===== src/rtl/iteration_uart_packer_pkg.sv =====
// Shared definitions for the iteration UART packer: FSM encoding, payload geometry, sync byte.
// Latency: n/a (types, constants and a pure byte-select function only).
// Backpressure: n/a.
package iteration_uart_packer_pkg;

  localparam int         PAYLOAD_W         = 102;
  localparam int         PAYLOAD_BYTES     = 13;
  localparam logic [7:0] SYNC_BYTE_DEFAULT = 8'hA5;
  localparam int         BIT_TIMER_W       = 7;
  localparam int         BIT_IDX_W         = 4;

  typedef enum logic [1:0] {
    ST_IDLE = 2'd0,
    ST_ACK  = 2'd1,
    ST_SEND = 2'd2,
    ST_NEXT = 2'd3
  } state_e;

  // Packet byte idx (1..13) of the payload, zero-extended to 104 bits and sent MSB first.
  function automatic logic [7:0] payload_byte(input logic [PAYLOAD_W-1:0] p,
                                              input logic [3:0]           idx);
    logic [8*PAYLOAD_BYTES-1:0] padded;
    logic [8*PAYLOAD_BYTES-1:0] shifted;
    padded  = {2'b00, p};
    shifted = '0;
    if (idx >= 4'd1 && idx <= 4'(PAYLOAD_BYTES)) begin
      shifted = padded >> (8 * (PAYLOAD_BYTES - int'(idx)));
    end
    return shifted[7:0];
  endfunction

endpackage


===== src/rtl/iteration_uart_packer_uart_tx_byte.sv =====
// 8N1 byte serialiser: start bit, eight data bits LSB first, stop bit, CLKS_PER_BIT cycles each.
// Latency: start bit drives the line the cycle after a load is accepted.
// Backpressure: load_rdy is high when idle or in the final stop-bit cycle, so bytes chain gap-free.
module uart_tx_byte
  import iteration_uart_packer_pkg::*;
#(
  parameter int CLKS_PER_BIT = 72
) (
  input  logic       clk_72MHz,
  input  logic       rst_n,
  input  logic       load_vld,
  input  logic [7:0] load_dat,
  output logic       load_rdy,
  output logic       stop_end_vld,
  output logic       tx
);

  localparam logic [BIT_TIMER_W-1:0] TIMER_LAST   = BIT_TIMER_W'(CLKS_PER_BIT - 1);
  localparam logic [BIT_TIMER_W-1:0] TIMER_PENULT = BIT_TIMER_W'(CLKS_PER_BIT - 2);
  localparam logic [BIT_IDX_W-1:0]   BIT_DATA_END = 4'd8;
  localparam logic [BIT_IDX_W-1:0]   BIT_STOP     = 4'd9;

  logic                   active_q, active_d;
  logic [BIT_TIMER_W-1:0] timer_q, timer_d;
  logic [BIT_IDX_W-1:0]   bit_idx_q, bit_idx_d;
  logic [7:0]             shift_q, shift_d;
  logic                   tx_q, tx_d;
  logic                   bit_end;

  assign bit_end  = (timer_q == TIMER_LAST);
  assign load_rdy = !active_q || ((bit_idx_q == BIT_STOP) && bit_end);
  // Warns the sequencer one cycle ahead so the next load lands on the final stop cycle.
  assign stop_end_vld = active_q && (bit_idx_q == BIT_STOP) && (timer_q == TIMER_PENULT);
  assign tx = tx_q;

  // Bit timing and shifting: line value for the next bit is registered as the current one ends.
  always_comb begin
    active_d  = active_q;
    timer_d   = timer_q;
    bit_idx_d = bit_idx_q;
    shift_d   = shift_q;
    tx_d      = tx_q;
    if (load_vld && load_rdy) begin
      active_d  = 1'b1;
      timer_d   = '0;
      bit_idx_d = '0;
      shift_d   = load_dat;
      tx_d      = 1'b0;
    end else if (active_q) begin
      if (bit_end) begin
        timer_d = '0;
        if (bit_idx_q == BIT_STOP) begin
          active_d = 1'b0;
          tx_d     = 1'b1;
        end else begin
          bit_idx_d = bit_idx_q + 4'd1;
          if (bit_idx_q < BIT_DATA_END) begin
            tx_d    = shift_q[0];
            shift_d = {1'b0, shift_q[7:1]};
          end else begin
            tx_d = 1'b1;
          end
        end
      end else begin
        timer_d = timer_q + 7'd1;
      end
    end
  end

  // Register shifter state; reset returns the line to idle-high immediately.
  always_ff @(posedge clk_72MHz) begin
    if (!rst_n) begin
      active_q  <= 1'b0;
      timer_q   <= '0;
      bit_idx_q <= '0;
      shift_q   <= '0;
      tx_q      <= 1'b1;
    end else begin
      active_q  <= active_d;
      timer_q   <= timer_d;
      bit_idx_q <= bit_idx_d;
      shift_q   <= shift_d;
      tx_q      <= tx_d;
    end
  end

endmodule


===== src/rtl/iteration_uart_packer.sv =====
// Latches a 102-bit iteration word, acks the parser, sends SYNC + 13 payload bytes (+ XOR byte with PACKET_CHECKSUM_EN) as UART 8N1.
// Latency: first start bit the cycle after ACK sees sensor_data_avl low; packet lasts 10*CLKS_PER_BIT*(14|15) cycles.
// Backpressure: requests arriving while busy are left unacknowledged and taken in the first IDLE cycle after busy falls.
module iteration_uart_packer
  import iteration_uart_packer_pkg::*;
#(
  parameter int         CLKS_PER_BIT = 72,
  parameter logic [7:0] SYNC_BYTE    = SYNC_BYTE_DEFAULT
) (
  input  logic                 clk_72MHz,
  input  logic                 rst_n,
  input  logic [PAYLOAD_W-1:0] sensor_iterations,
  input  logic                 sensor_data_avl,
  output logic                 reset_parser,
  output logic                 uart_tx,
  output logic                 busy,
  output logic [15:0]          packets_sent
);

`ifdef PACKET_CHECKSUM_EN
  localparam logic [3:0] LAST_IDX = 4'd14;
`else
  localparam logic [3:0] LAST_IDX = 4'd13;
`endif

  state_e               state_q, state_d;
  logic                 reset_parser_q, reset_parser_d;
  logic                 busy_q, busy_d;
  logic [3:0]           byte_idx_q, byte_idx_d;
  logic [PAYLOAD_W-1:0] shadow_q, shadow_d;
  logic [15:0]          packets_sent_q, packets_sent_d;

  logic                 load_vld;
  logic [3:0]           load_idx;
  logic [7:0]           load_dat;
  logic                 tx_load_rdy;
  logic                 tx_stop_end;

  assign reset_parser = reset_parser_q;
  assign busy         = busy_q;
  assign packets_sent = packets_sent_q;

  // Sequencer: accept, wait for the parser to drop avl, then walk the packet byte by byte.
  always_comb begin
    state_d        = state_q;
    reset_parser_d = reset_parser_q;
    busy_d         = busy_q;
    byte_idx_d     = byte_idx_q;
    shadow_d       = shadow_q;
    packets_sent_d = packets_sent_q;
    load_vld       = 1'b0;
    load_idx       = 4'd0;
    case (state_q)
      ST_IDLE: begin
        if (sensor_data_avl) begin
          shadow_d       = sensor_iterations;
          reset_parser_d = 1'b1;
          busy_d         = 1'b1;
          state_d        = ST_ACK;
        end
      end
      ST_ACK: begin
        if (!sensor_data_avl && tx_load_rdy) begin
          reset_parser_d = 1'b0;
          byte_idx_d     = 4'd0;
          load_vld       = 1'b1;
          load_idx       = 4'd0;
          state_d        = ST_SEND;
        end
      end
      ST_SEND: begin
        if (tx_stop_end) begin
          state_d = ST_NEXT;
        end
      end
      ST_NEXT: begin
        if (byte_idx_q == LAST_IDX) begin
          packets_sent_d = packets_sent_q + 16'd1;
          busy_d         = 1'b0;
          state_d        = ST_IDLE;
        end else if (tx_load_rdy) begin
          byte_idx_d = byte_idx_q + 4'd1;
          load_vld   = 1'b1;
          load_idx   = byte_idx_q + 4'd1;
          state_d    = ST_SEND;
        end
      end
      default: state_d = ST_IDLE;
    endcase
  end

`ifdef PACKET_CHECKSUM_EN
  logic [7:0] csum_q, csum_d;

  // Fold each payload byte into the running XOR as it enters the shifter; clear on accept.
  always_comb begin
    csum_d = csum_q;
    if (state_q == ST_IDLE && sensor_data_avl) begin
      csum_d = 8'h00;
    end else if (load_vld && tx_load_rdy && load_idx != 4'd0 && load_idx != LAST_IDX) begin
      csum_d = csum_q ^ load_dat;
    end
  end

  // Checksum accumulator register.
  always_ff @(posedge clk_72MHz) begin
    if (!rst_n) begin
      csum_q <= 8'h00;
    end else begin
      csum_q <= csum_d;
    end
  end
`endif

  // Byte mux: sync byte first, then payload MSB first, then the checksum when present.
  always_comb begin
    load_dat = payload_byte(shadow_q, load_idx);
    if (load_idx == 4'd0) begin
      load_dat = SYNC_BYTE;
    end
`ifdef PACKET_CHECKSUM_EN
    else if (load_idx == LAST_IDX) begin
      load_dat = csum_q;
    end
`endif
  end

  // FSM state and registered outputs; reset aborts any packet in flight.
  always_ff @(posedge clk_72MHz) begin
    if (!rst_n) begin
      state_q        <= ST_IDLE;
      reset_parser_q <= 1'b0;
      busy_q         <= 1'b0;
      byte_idx_q     <= 4'd0;
      shadow_q       <= '0;
      packets_sent_q <= 16'd0;
    end else begin
      state_q        <= state_d;
      reset_parser_q <= reset_parser_d;
      busy_q         <= busy_d;
      byte_idx_q     <= byte_idx_d;
      shadow_q       <= shadow_d;
      packets_sent_q <= packets_sent_d;
    end
  end

  uart_tx_byte #(
    .CLKS_PER_BIT(CLKS_PER_BIT)
  ) u_tx (
    .clk_72MHz   (clk_72MHz),
    .rst_n       (rst_n),
    .load_vld    (load_vld),
    .load_dat    (load_dat),
    .load_rdy    (tx_load_rdy),
    .stop_end_vld(tx_stop_end),
    .tx          (uart_tx)
  );

endmodule


===== config.mk =====
export PLATFORM = sky130hd
export DESIGN_NAME = iteration_uart_packer
export DESIGN_NICKNAME = d
export VERILOG_FILES = /design/src/rtl/iteration_uart_packer_pkg.sv /design/src/rtl/iteration_uart_packer_uart_tx_byte.sv /design/src/rtl/iteration_uart_packer.sv
export SDC_FILE = /design/constraint.sdc
export NUM_CORES = 1
export LEC_CHECK = 0
export CAP_MARGIN = 20
export CORE_ASPECT_RATIO = 1.4
export CORE_UTILIZATION = 52
export CTS_CLUSTER_SIZE = 30
export DETAILED_ROUTE_END_ITERATION = 12
export PLACE_DENSITY = 0.77
export RECOVER_POWER = 100
export SLEW_MARGIN = 25
export SYNTH_ARGS = -nofsm -noshare
export SYNTH_HDL_FRONTEND = slang
export SYNTH_SLANG_ARGS = --single-unit

===== constraint.sdc =====
create_clock -name clk_72MHz -period 4.4 [get_ports clk_72MHz]
set_clock_uncertainty 0.15 [all_clocks]
set_input_delay 0.88 -clock clk_72MHz [delete_from_list [all_inputs] [get_ports clk_72MHz]]
set_output_delay 0.88 -clock clk_72MHz [all_outputs]
set_load 0.05 [all_outputs]

==> impl_metrics.csv <==
group,metric,value,unit
status,status,"finished, violations left",
status,violated_checks,"capacitance limit, slew limit",
drt,detailedRoute.firstIterationViolations,345,
synth,ys_seq_elements,147,
die,rows,48,
die,chipWidth,97.25,um
clock_tree,tritoncts,"done",
grt,grt_antenna_before_repair,0,
synth,cell_count_after_synthesis,863,
drt,drt_first_pass_iters,5,
die,die_h,135.4,um
sta,worst-slew-pin-transition,2.609,ns
critical_path,crit_chain,"dlygate4sd3_1, clkinvlp_2, clkbuf_2, o32ai_1",
power,ir_drop,0.0002334,V
critical_path,worst_path_dominant_cell_family,"buffers and inverters",
placement,port_buffers,123,
placement,place_ws,0.7107,ns
clock_tree,postCtsResizedCells,0,
final_layout,area_growth_syn_to_layout,28.22,%
clock_tree,postCtsHoldBufs,0,
sta,final_tns_setup,0,ns
grt,use_met3,5.728,%
synth,yosys.cell_types.count,51,
synth,ys.flop_type,"dfxtp_1",
clock_tree,cts_setup_buffers,0,
sta,report.final.hold_viol_count,0,
die,start_util,53.39,%
synth,ys_async_sr_fraction,0,%
drt,wl_per_cell,14.95,um
grt,grt_max_degree,131,
die,core_ar,0.01237,mm2
critical_path,worst_setup_path_end_kind,"flip-flop",
sta,finalSetupViolCount,0,
grt,via_count_of_the_first_global_routing_pass,5804,
drt,drcViolationCount,0,
critical_path,cpMaxStageDelayCell,"clkbuf_2",
grt,met2_usage,45.38,%
critical_path,worst-setup-path-type,"input pin to flip-flop",
clock_tree,cts_num_sinks,147,
drt,num_vias,6204,
min_path,min-delay-path-class,"flip-flop to flip-flop",
critical_path,crit_required,4.43,ns
synth,synth_enable_flop_cells,0,
clock_tree,insertion_delay,0.42,ns
synth,synth.avg_cell_area,7.654,um2
clock_tree,cts_made_buffers,17,
die,die-area,0.01316,mm2
clock_tree,cts_root_buf,"clkbuf_16",
flow_run,drv.max_cap_violation_count,1,
grt,use_met1,30.00,%
synth,synth_sequential_area_ratio,44.55,%
drt,ant_nets,0,
sta,period_share,86.43,%
sta,post-route-worst-setup-slack,0.5969,ns
clock_tree,cts-root-to-sink-buffers,2,
die,io-pin-count,124,
sta,unrepaired_setup_endpoints_after_global_routing,"no",
grt,grt_first_pass_wirelength,27.22,mm
synth,synth_fp_nets,978,
sta,finalMaxSlewViolations,131,
drt,routed_wl,16.62,mm
final_layout,layout-drive-gt1-share,5.198,%
synth,mappedNetlistArea,0.006605,mm2
critical_path,critical-path-max-stage-delay,1.83,ns
placement,hpwl,11.21,mm
drt,route.detailed.vias_per_inst,5.579,
placement,globalplace.congestion,0.8743,
critical_path,startpoint_type,"input pin",
power,lkg_pwr,3.245,nW
clock_tree,htree_num_levels,4,
sta,fmax,262.9,MHz
sta,finalWorstPathRequiredPeriod,3.803,ns
critical_path,arrival_time_reported_for_the_critical_path_endpoint,3.83,ns
critical_path,timing.critical_path.fanout_max,130,
clock_tree,clock_edge_transition_at_the_registers_on_the_reported_setup_and_hold_paths,0.06,ns
synth,ys.warnings.count,0,
final_layout,num-nets-final,1066,
grt,busiest_layer,"met2",
final_layout,antenna_cells_inserted,0,
critical_path,critical_path.n_buffers_inverters,3,
sta,timing.max_slew.rel_slack,-73.94,%
power,power-per-cell-area,385.9,mW/mm2
grt,grt_overflow_total,0,
grt,groute.usage.overall,25.82,%
per-stage QoR:
| stage | cells | instance area, um2 | utilization (%) | hold WS, ns | power, mW |
|---|---|---|---|---|---|
| 2_1_floorplan | 863 | 6605 | - | 0.2818 | 1.642 |
| 4_1_cts | 1111 | 8456 | 68.35 | 0.3042 | 3.277 |
| 6_report | 1112 | 8469 | 68.46 | 0.3031 | 3.268 |
| 5_1_grt | 1112 | 8469 | 68.46 | 0.3173 | 3.387 |
| 3_5_place_dp | 1081 | 7849 | 63.44 | 0.2965 | 1.797 |
| 3_3_place_gp | 1081 | 7849 | 63.44 | 0.2906 | 1.793 |
where the power goes:
group	total, mW	switching [mW]	internal [mW]
Sequential	1.44	0.0401	1.40
Combinational	0.334	0.175	0.160
Clock	1.49	0.536	0.958
cell usage in the layout, fill, tap and decap left out, types with 7 or more instances in the layout:
cell and instances:
a21oi_1 125, a31oi_1 9, and3_1 8, clkbuf_16 17
clkdlybuf4s50_1 102, dfxtp_1 147, dlygate4sd3_1 21, ha_1 10
inv_1 9, mux2i_1 18, nand2_1 285, nand3_1 31
nand4_1 10, nor2_1 45, o21ai_0 11, xnor2_1 7
xor2_1 16
per-layer routing:
layer / up-vias / routed length, um
met5: - / 0
met4: 0 / 580
met3: 45 / 809
met2: 206 / 8615
met1: 2866 / 6619
li1: 3087 / -
cell families (layout without fill, tap and decap cells):
group	count (synthesis)	in the layout	share of synthesized area [%]
buf+inv	69	168	4.300
simple gates	408	408	25.90
flops	147	147	44.55
mux	26	26	4.432
xor+xnor	23	23	3.050
fa+ha+maj	10	10	1.894
compound gates	180	180	15.87
worst reg2reg max path, stage by stage (launching register included):
cell and delay, ns:
dfxtp_1 0.39, ha_1 0.17, and3b_1 0.23, a41o_1 0.38, nand2_1 0.12, nor3_1 0.31, ha_1 0.48, nor2_1 0.16
nand2_1 0.06, nor4_1 0.55, a21oi_1 0.15, o21ai_0 0.13, o22ai_1 0.15, o32ai_1 0.22
synth_stat cells, types with 4 or more instances:
library cell | count | share of area [%]
mux2_2 | 6 | 1.0
mux2i_1 | 18 | 2.7
clkbuf_1 | 49 | 2.8
nor2_1 | 46 | 2.6
and3_1 | 8 | 0.76
ha_1 | 10 | 1.9
o21ai_0 | 11 | 0.83
nand4_1 | 10 | 0.95
a22oi_1 | 6 | 0.68
buf_2 | 8 | 0.61
o211ai_1 | 4 | 0.45
a32oi_1 | 5 | 0.66
xnor2_1 | 7 | 0.93
inv_1 | 10 | 0.57
nand3_1 | 31 | 2.3
nand2_1 | 285 | 16
xor2_1 | 16 | 2.1
a21oi_1 | 125 | 9.5
nand2b_1 | 5 | 0.47
a31oi_1 | 9 | 0.85
dfxtp_1 | 147 | 45
nor3_1 | 6 | 0.45
path summary, 6_finish.rpt:
kind / start / endpoint / slack [ns] / cells after the start
setup / recovery: rst_n / u_tx.shift_q[2]$_SDFFE_PN0P_ / 0.60 / 4
setup reg to reg: u_tx.bit_idx_q[0]$_SDFFE_PP0P_ / u_tx.shift_q[2]$_SDFFE_PN0P_ / 0.63 / 13
hold reg to reg: shadow_q[52]$_SDFFE_PN0P_ / shadow_q[52]$_SDFFE_PN0P_ / 0.30 / 2
hold / removal: shadow_q[52]$_SDFFE_PN0P_ / shadow_q[52]$_SDFFE_PN0P_ / 0.30 / 2
registers in the layout (all words and copies together) (netlist names):
name,cells
byte_idx_q,4
state_q,2
u_tx.timer_q,7
u_tx.active_q,1
u_tx.tx,1
u_tx.shift_q,8
reset_parser,1
shadow_q,102
u_tx.bit_idx_q,4
packets_sent,16
busy,1
area by class of cell:
class,count,area [um2]
fill,1075,3902
multi-input combinational,647,3395
sequential,147,2943
timing repair buffer,128,1299
clock buffer,21,450.4
tap,150,187.7
clock inverter,9,156.4
inverter,10,38.79
No activity file was read; power rests on OpenSTA's default activity.
